===== src/rtl/sum_display_pkg.sv =====
// Shared types and constants for the sum_display block: FSM states,
// active-low seven-segment patterns (gfedcba) and the conversion base.
package sum_display_pkg;

    typedef enum logic [0:0] {
        IDLE = 1'b0,
        CONV = 1'b1
    } state_t;

    localparam logic [6:0] SEG_0   = 7'b1000000;
    localparam logic [6:0] SEG_1   = 7'b1111001;
    localparam logic [6:0] SEG_2   = 7'b0100100;
    localparam logic [6:0] SEG_3   = 7'b0110000;
    localparam logic [6:0] SEG_4   = 7'b0011001;
    localparam logic [6:0] SEG_5   = 7'b0010010;
    localparam logic [6:0] SEG_6   = 7'b0000010;
    localparam logic [6:0] SEG_7   = 7'b1111000;
    localparam logic [6:0] SEG_8   = 7'b0000000;
    localparam logic [6:0] SEG_9   = 7'b0010000;
    localparam logic [6:0] SEG_OFF = 7'b1111111;

    localparam logic [4:0] BASE10  = 5'd10;

endpackage


===== src/rtl/seg7_decode.sv =====
// Combinational BCD digit to active-low seven-segment decoder.
// Non-decimal inputs (10-15) light nothing.
module seg7_decode
    import sum_display_pkg::*;
(
    input  logic [3:0] digit,
    output logic [6:0] seg
);

    // Digit lookup
    always_comb begin
        seg = SEG_OFF;
        case (digit)
            4'd0:    seg = SEG_0;
            4'd1:    seg = SEG_1;
            4'd2:    seg = SEG_2;
            4'd3:    seg = SEG_3;
            4'd4:    seg = SEG_4;
            4'd5:    seg = SEG_5;
            4'd6:    seg = SEG_6;
            4'd7:    seg = SEG_7;
            4'd8:    seg = SEG_8;
            4'd9:    seg = SEG_9;
            default: seg = SEG_OFF;
        endcase
    end

endmodule


===== src/rtl/sum_display.sv =====
// Captures a 5-bit sum, converts it to two BCD digits by repeated
// subtraction of ten, and drives a two-digit multiplexed active-low display.
module sum_display
    import sum_display_pkg::*;
#(
    parameter int REFRESH_DIV = 50000,
    parameter int CNT_W       = 16
) (
    input  logic       clk,
    input  logic       rst,
    input  logic [4:0] sum_in,
    input  logic       load,
    output logic       busy,
    output logic       valid,
    output logic [1:0] an,
    output logic [6:0] seg
);

    localparam logic [CNT_W-1:0] CNT_LAST = CNT_W'(REFRESH_DIV - 1);

    state_t           state_r, state_s;
    logic [4:0]       rem_r, rem_s;
    logic [1:0]       tw_r, tw_s;
    logic             commit_s;
    logic [1:0]       tens_r;
    logic [3:0]       ones_r;
    logic             valid_r;
    logic [CNT_W-1:0] cnt_r;
    logic             sel_r;
    logic [3:0]       digit_s;
    logic [6:0]       dec_s;
    logic [1:0]       an_s, an_r;
    logic [6:0]       seg_s, seg_r;

    // Conversion FSM next-state and working-register update
    always_comb begin
        state_s  = state_r;
        rem_s    = rem_r;
        tw_s     = tw_r;
        commit_s = 1'b0;
        case (state_r)
            IDLE: begin
                if (load) begin
                    rem_s   = sum_in;
                    tw_s    = 2'd0;
                    state_s = CONV;
                end else begin
                    state_s = IDLE;
                end
            end
            CONV: begin
                if (rem_r >= BASE10) begin
                    rem_s = rem_r - BASE10;
                    tw_s  = tw_r + 2'd1;
                end else begin
                    commit_s = 1'b1;
                    state_s  = IDLE;
                end
            end
            default: state_s = IDLE;
        endcase
    end

    // FSM state, working registers and committed display value
    always_ff @(posedge clk) begin
        if (rst) begin
            state_r <= IDLE;
            rem_r   <= 5'd0;
            tw_r    <= 2'd0;
            tens_r  <= 2'd0;
            ones_r  <= 4'd0;
            valid_r <= 1'b0;
        end else begin
            state_r <= state_s;
            rem_r   <= rem_s;
            tw_r    <= tw_s;
            if (commit_s) begin
                tens_r  <= tw_r;
                ones_r  <= rem_r[3:0];
                valid_r <= 1'b1;
            end
        end
    end

    // Free-running refresh counter and digit select
    always_ff @(posedge clk) begin
        if (rst) begin
            cnt_r <= '0;
            sel_r <= 1'b0;
        end else if (cnt_r == CNT_LAST) begin
            cnt_r <= '0;
            sel_r <= ~sel_r;
        end else begin
            cnt_r <= cnt_r + {{(CNT_W-1){1'b0}}, 1'b1};
        end
    end

    assign digit_s = sel_r ? {2'b00, tens_r} : ones_r;

    seg7_decode u_dec (
        .digit (digit_s),
        .seg   (dec_s)
    );

    // Digit enable and blanking selection, including leading-zero suppression
    always_comb begin
        an_s  = 2'b11;
        seg_s = SEG_OFF;
        if (!valid_r) begin
            an_s  = 2'b11;
            seg_s = SEG_OFF;
        end else if (!sel_r) begin
            an_s  = 2'b10;
            seg_s = dec_s;
        end else if (tens_r != 2'd0) begin
            an_s  = 2'b01;
            seg_s = dec_s;
        end else begin
            an_s  = 2'b11;
            seg_s = SEG_OFF;
        end
    end

    // Registered display outputs
    always_ff @(posedge clk) begin
        if (rst) begin
            an_r  <= 2'b11;
            seg_r <= SEG_OFF;
        end else begin
            an_r  <= an_s;
            seg_r <= seg_s;
        end
    end

    assign busy  = (state_r == CONV);
    assign valid = valid_r;
    assign an    = an_r;
    assign seg   = seg_r;

endmodule


===== config.mk =====
export PLATFORM = sky130hd
export DESIGN_NAME = sum_display
export DESIGN_NICKNAME = d
export VERILOG_FILES = /design/src/rtl/sum_display_pkg.sv /design/src/rtl/seg7_decode.sv /design/src/rtl/sum_display.sv
export SDC_FILE = /design/constraint.sdc
export NUM_CORES = 1
export LEC_CHECK = 0
export ABC_AREA = 0
export ABC_CLOCK_PERIOD_IN_PS = 3170
export BUFFER_PORTS_ARGS = -buffer_cell sky130_fd_sc_hd__buf_2
export CORE_ASPECT_RATIO = 1.25
export CORE_MARGIN = 1.5
export CORE_UTILIZATION = 40
export CTS_CLUSTER_SIZE = 16
export DETAILED_ROUTE_END_ITERATION = 8
export HOLD_SLACK_MARGIN = 0.12
export PLACE_DENSITY = 0.6
export SLEW_MARGIN = 20
export SYNTH_ARGS = -nofsm -noshare
export SYNTH_HDL_FRONTEND = slang
export SYNTH_SLANG_ARGS = --single-unit
export TNS_END_PERCENT = 1

===== constraint.sdc =====
create_clock -name clk -period 3.17 [get_ports clk]
set_input_delay 0.317 -clock clk [delete_from_list [all_inputs] [get_ports clk]]
set_output_delay 0.317 -clock clk [all_outputs]
set_load 0.01 [all_outputs]

==> summary.txt <==
Run status
  – Status: finished clean

Timing
  – Max-slew headroom: 48.7%
  – Pins Over Slew Limit: 0
  – Post-route setup TNS: 0 ps
  – Unrepaired setup endpoints after global routing: no
  – Final hold viol count: 0
  – Setup-failing EPs final: 0
  – Fin crit period: 2020 ps
  – Worst-Margin Slew: 760 ps
  – Max Clk Rate: 494 MHz
  – Hold slack final: 262 ps
  – Clock Skew: 4.61 ps
  – Final Cycle Share: 63.8%

Clock tree
  – Skew-Pair Late Insertion Delay: 290 ps
  – Hold buffer count at cts: 0
  – Post-cts resize count: 0
  – Root buffer cell: clkbuf_8
  – Longest Clk Path Bufs: 2
  – CTS buffer count: 5
  – Sinks on Clock Net: 41
  – CTS tree: built
  – H-tree level count: 2
  – Post-CTS Setup Inserts: 0
  – Clk pin slew, worst setup/hold paths: 80 ps

Floorplanning
  – Die W: 65.6 um
  – Starting Density: 41.4%
  – Cell Rows: 28
  – I/O pin count: 19
  – Die area: 0.00533 mm^2
  – Die Ht: 81.2 um
  – Core area: 0.00473 mm^2

Placed design
  – Placed cell area: 0.00207 mm^2
  – Placer Congestion: 0.863
  – Dpl hpwl: 2560 um
  – Port Buf Inserts: 18

Worst hold path
  – Hold WC Path Type: input port to flip-flop
  – Worst Hold Depth: 3
  – Hold Path Sink: rem_r[0]
  – Hold Startpoint: sum_in[0]

GRT
  – GRT Total Usage: 15.4%
  – Met3 Use GR: 4.29%
  – Initial antenna violation count: 0
  – Largest net degree at the start of global routing: 20
  – Number of global-route vias before repair: 1,310
  – M2 GR Usage: 24.7%
  – M1 GR Usage: 19.2%
  – First-pass GRT wire length: 6240 um
  – GR peak layer: met2
  – Total grt overflow: 0

Finish
  – Final core occ: 46.2%
  – Commonest non-fill, non-tap cell in the layout: dfxtp_1
  – Final instance area: 0.00219 mm^2
  – Fin nets: 244
  – Share of cells above drive strength 1: 16.1%
  – ANT cells: 0
  – Area occupied by registers: 821 um^2
  – Area Growth Syn to Fin: 11.7%
  – Fillers: 464
  – Most frequent cells in the layout: dfxtp_1, nor2_1, buf_2
  – Area occupied by multi-input gates: 0.00103 mm^2

Routing
  – Vias: 1,484
  – Initial drt markers: 86
  – Routed WL: 3630 um
  – DR vias/cell: 5.12
  – Routed len/inst: 12.5 um
  – Remaining antenna violation count: 0
  – 1st-pass router iterations: 4
  – Drc violations: 0

Worst setup path
  – Flop2flop setup slack: 1150 ps
  – Slowest CP cell: dfxtp_1
  – CP startpoint kind: flip-flop
  – Delay-heaviest family, CP: compound AO/OA/AOI/OAI gates
  – Crit Path Max Fanout: 14
  – Reg2reg end: seg[6]
  – Reg2Reg Depth: 8
  – Worst path most repeated cell: inv_1
  – Setup crit end kind: flip-flop
  – CP Class: flip-flop to flip-flop
  – Crit-path cells: inv_1 > a21boi_0 > inv_1 > ha_1 > nor2_1 > mux2i_1 > o21ai_0 > nand2_1
  – WP data required: 3340 ps
  – CP max stage delay: 580 ps
  – Worst path buffer plus inverter count: 2
  – WP data arrival: 2190 ps
  – Worst r2r src: sel_r

Logic synthesis
  – Number of library cell types mapped by synthesis: 48
  – Ranking of synthesized cells by area: dfxtp_1, nor2_1, xnor2_1, mux2i_1, ha_1
  – Post-Synthesis Net Count: 226
  – Top-area cell type share of the netlist area: 41.9%
  – YS warnings: 0
  – Synthesized area: 0.00196 mm^2
  – Synth Flop Type: dfxtp_1
  – Asr flop ratio synth: 0%
  – Post-Syn Area per Cell: 9.28 um^2
  – Synthesized instance count: 211
  – Flops & latches, synth: 41
  – Register area share after synthesis: 41.9%
  – EDFF count, synth: 0
  – Area leader, netlist: dfxtp_1

Power
  – VDD IR max: 0.238 mV
  – Clock power frac: 39.3%
  – Internal power: 0.000843 W
  – Switching part of the total power: 23.8%
  – Sequential power share: 50.7%
  – Pwr dens: 506 mW/mm^2
  – Gate power share: 10.1%
  – P_leak: 0.784 nW
  – P_sw: 0.000263 W

Run
  – Maxcap violations: 0
## worst max path at each step
stage / from / endpoint / slack (ps) / cells past startpoint
3_3_place_gp: sel_r / seg[6] / 1250 / 8
4_1_cts: sel_r / seg[6] / 1170 / 8
5_1_grt: sel_r / seg[6] / 980 / 8
6_report: sel_r / seg[6] / 1150 / 8
2_1_floorplan: sel_r / seg[6] / 1500 / 9
3_5_place_dp: sel_r / seg[6] / 1190 / 8
## synth_stat cells, types with 2 or more instances
master	number
dfxtp_1	41
nand4_1	3
nor3_1	7
clkbuf_1	2
o211ai_1	2
ha_1	7
inv_1	12
a21oi_1	7
nand3_1	8
mux2i_1	9
nor2b_1	5
o21ai_0	7
buf_6	2
nor2_1	36
xor2_1	4
xnor2_1	12
nand2_1	9
a211oi_1	4
o31ai_1	3
nor4_1	3
## power groups by stage
stage                     clock network, W   logic, W  registers (W)
after detailed placement                 0   0.000112       0.000573
after floorplan                          0  0.0000869       0.000569
after CTS                         0.000452   0.000113       0.000560
final                             0.000434   0.000111       0.000560
after global placement                   0   0.000111       0.000572
after global routing              0.000474   0.000125       0.000564
## routing by layer
layer,wire length (um),vias up
li1,-,767
met1,1700,683
met2,1740,26
met3,103,8
met4,89,0
met5,0,-
## logic make-up after synthesis
family	after synthesis	share of synthesized area, %
DFF	41	41.9
xor gates and xnor gates	16	7.16
and+or+nand+nor	84	23.3
AOI/OAI and AO/OA	34	13.2
buffers and inverters	20	5.37
adders and majority gates	7	4.47
muxes	9	4.60
## worst register-to-register path, cell delays in order (launching register included)
cell      delay [ps]
dfxtp_1          580
inv_1            120
a21boi_0         440
inv_1            130
ha_1             240
nor2_1            90
mux2i_1           70
o21ai_0          150
nand2_1           60
## registers in the layout (all words and copies together) (netlist names), 2 cells and up
signal / count
tw_r: 2
rem_r: 5
tens_r: 2
seg: 7
cnt_r: 16
ones_r: 4
an: 2
## area by class of cell
class                      count  area share [%]
multi-input combinational    150            47.2
sequential                    41            37.5
timing repair buffer          18            4.12
clock buffer                   6            3.78
tap                           60            3.43
inverter                      13            2.23
clock inverter                 2            1.72
## through the flow
| step | power [W] | setup WS [ps] | cells |
|---|---|---|---|
| after CTS | 0.00112 | 1170 | 290 |
| after detailed placement | 0.000685 | 1190 | 282 |
| final | 0.00111 | 1150 | 290 |
| after floorplan | 0.000656 | 1500 | 211 |
| after global placement | 0.000683 | 1250 | 282 |
| after global routing | 0.00116 | 983 | 290 |
(Power assumes the default switching activity.)
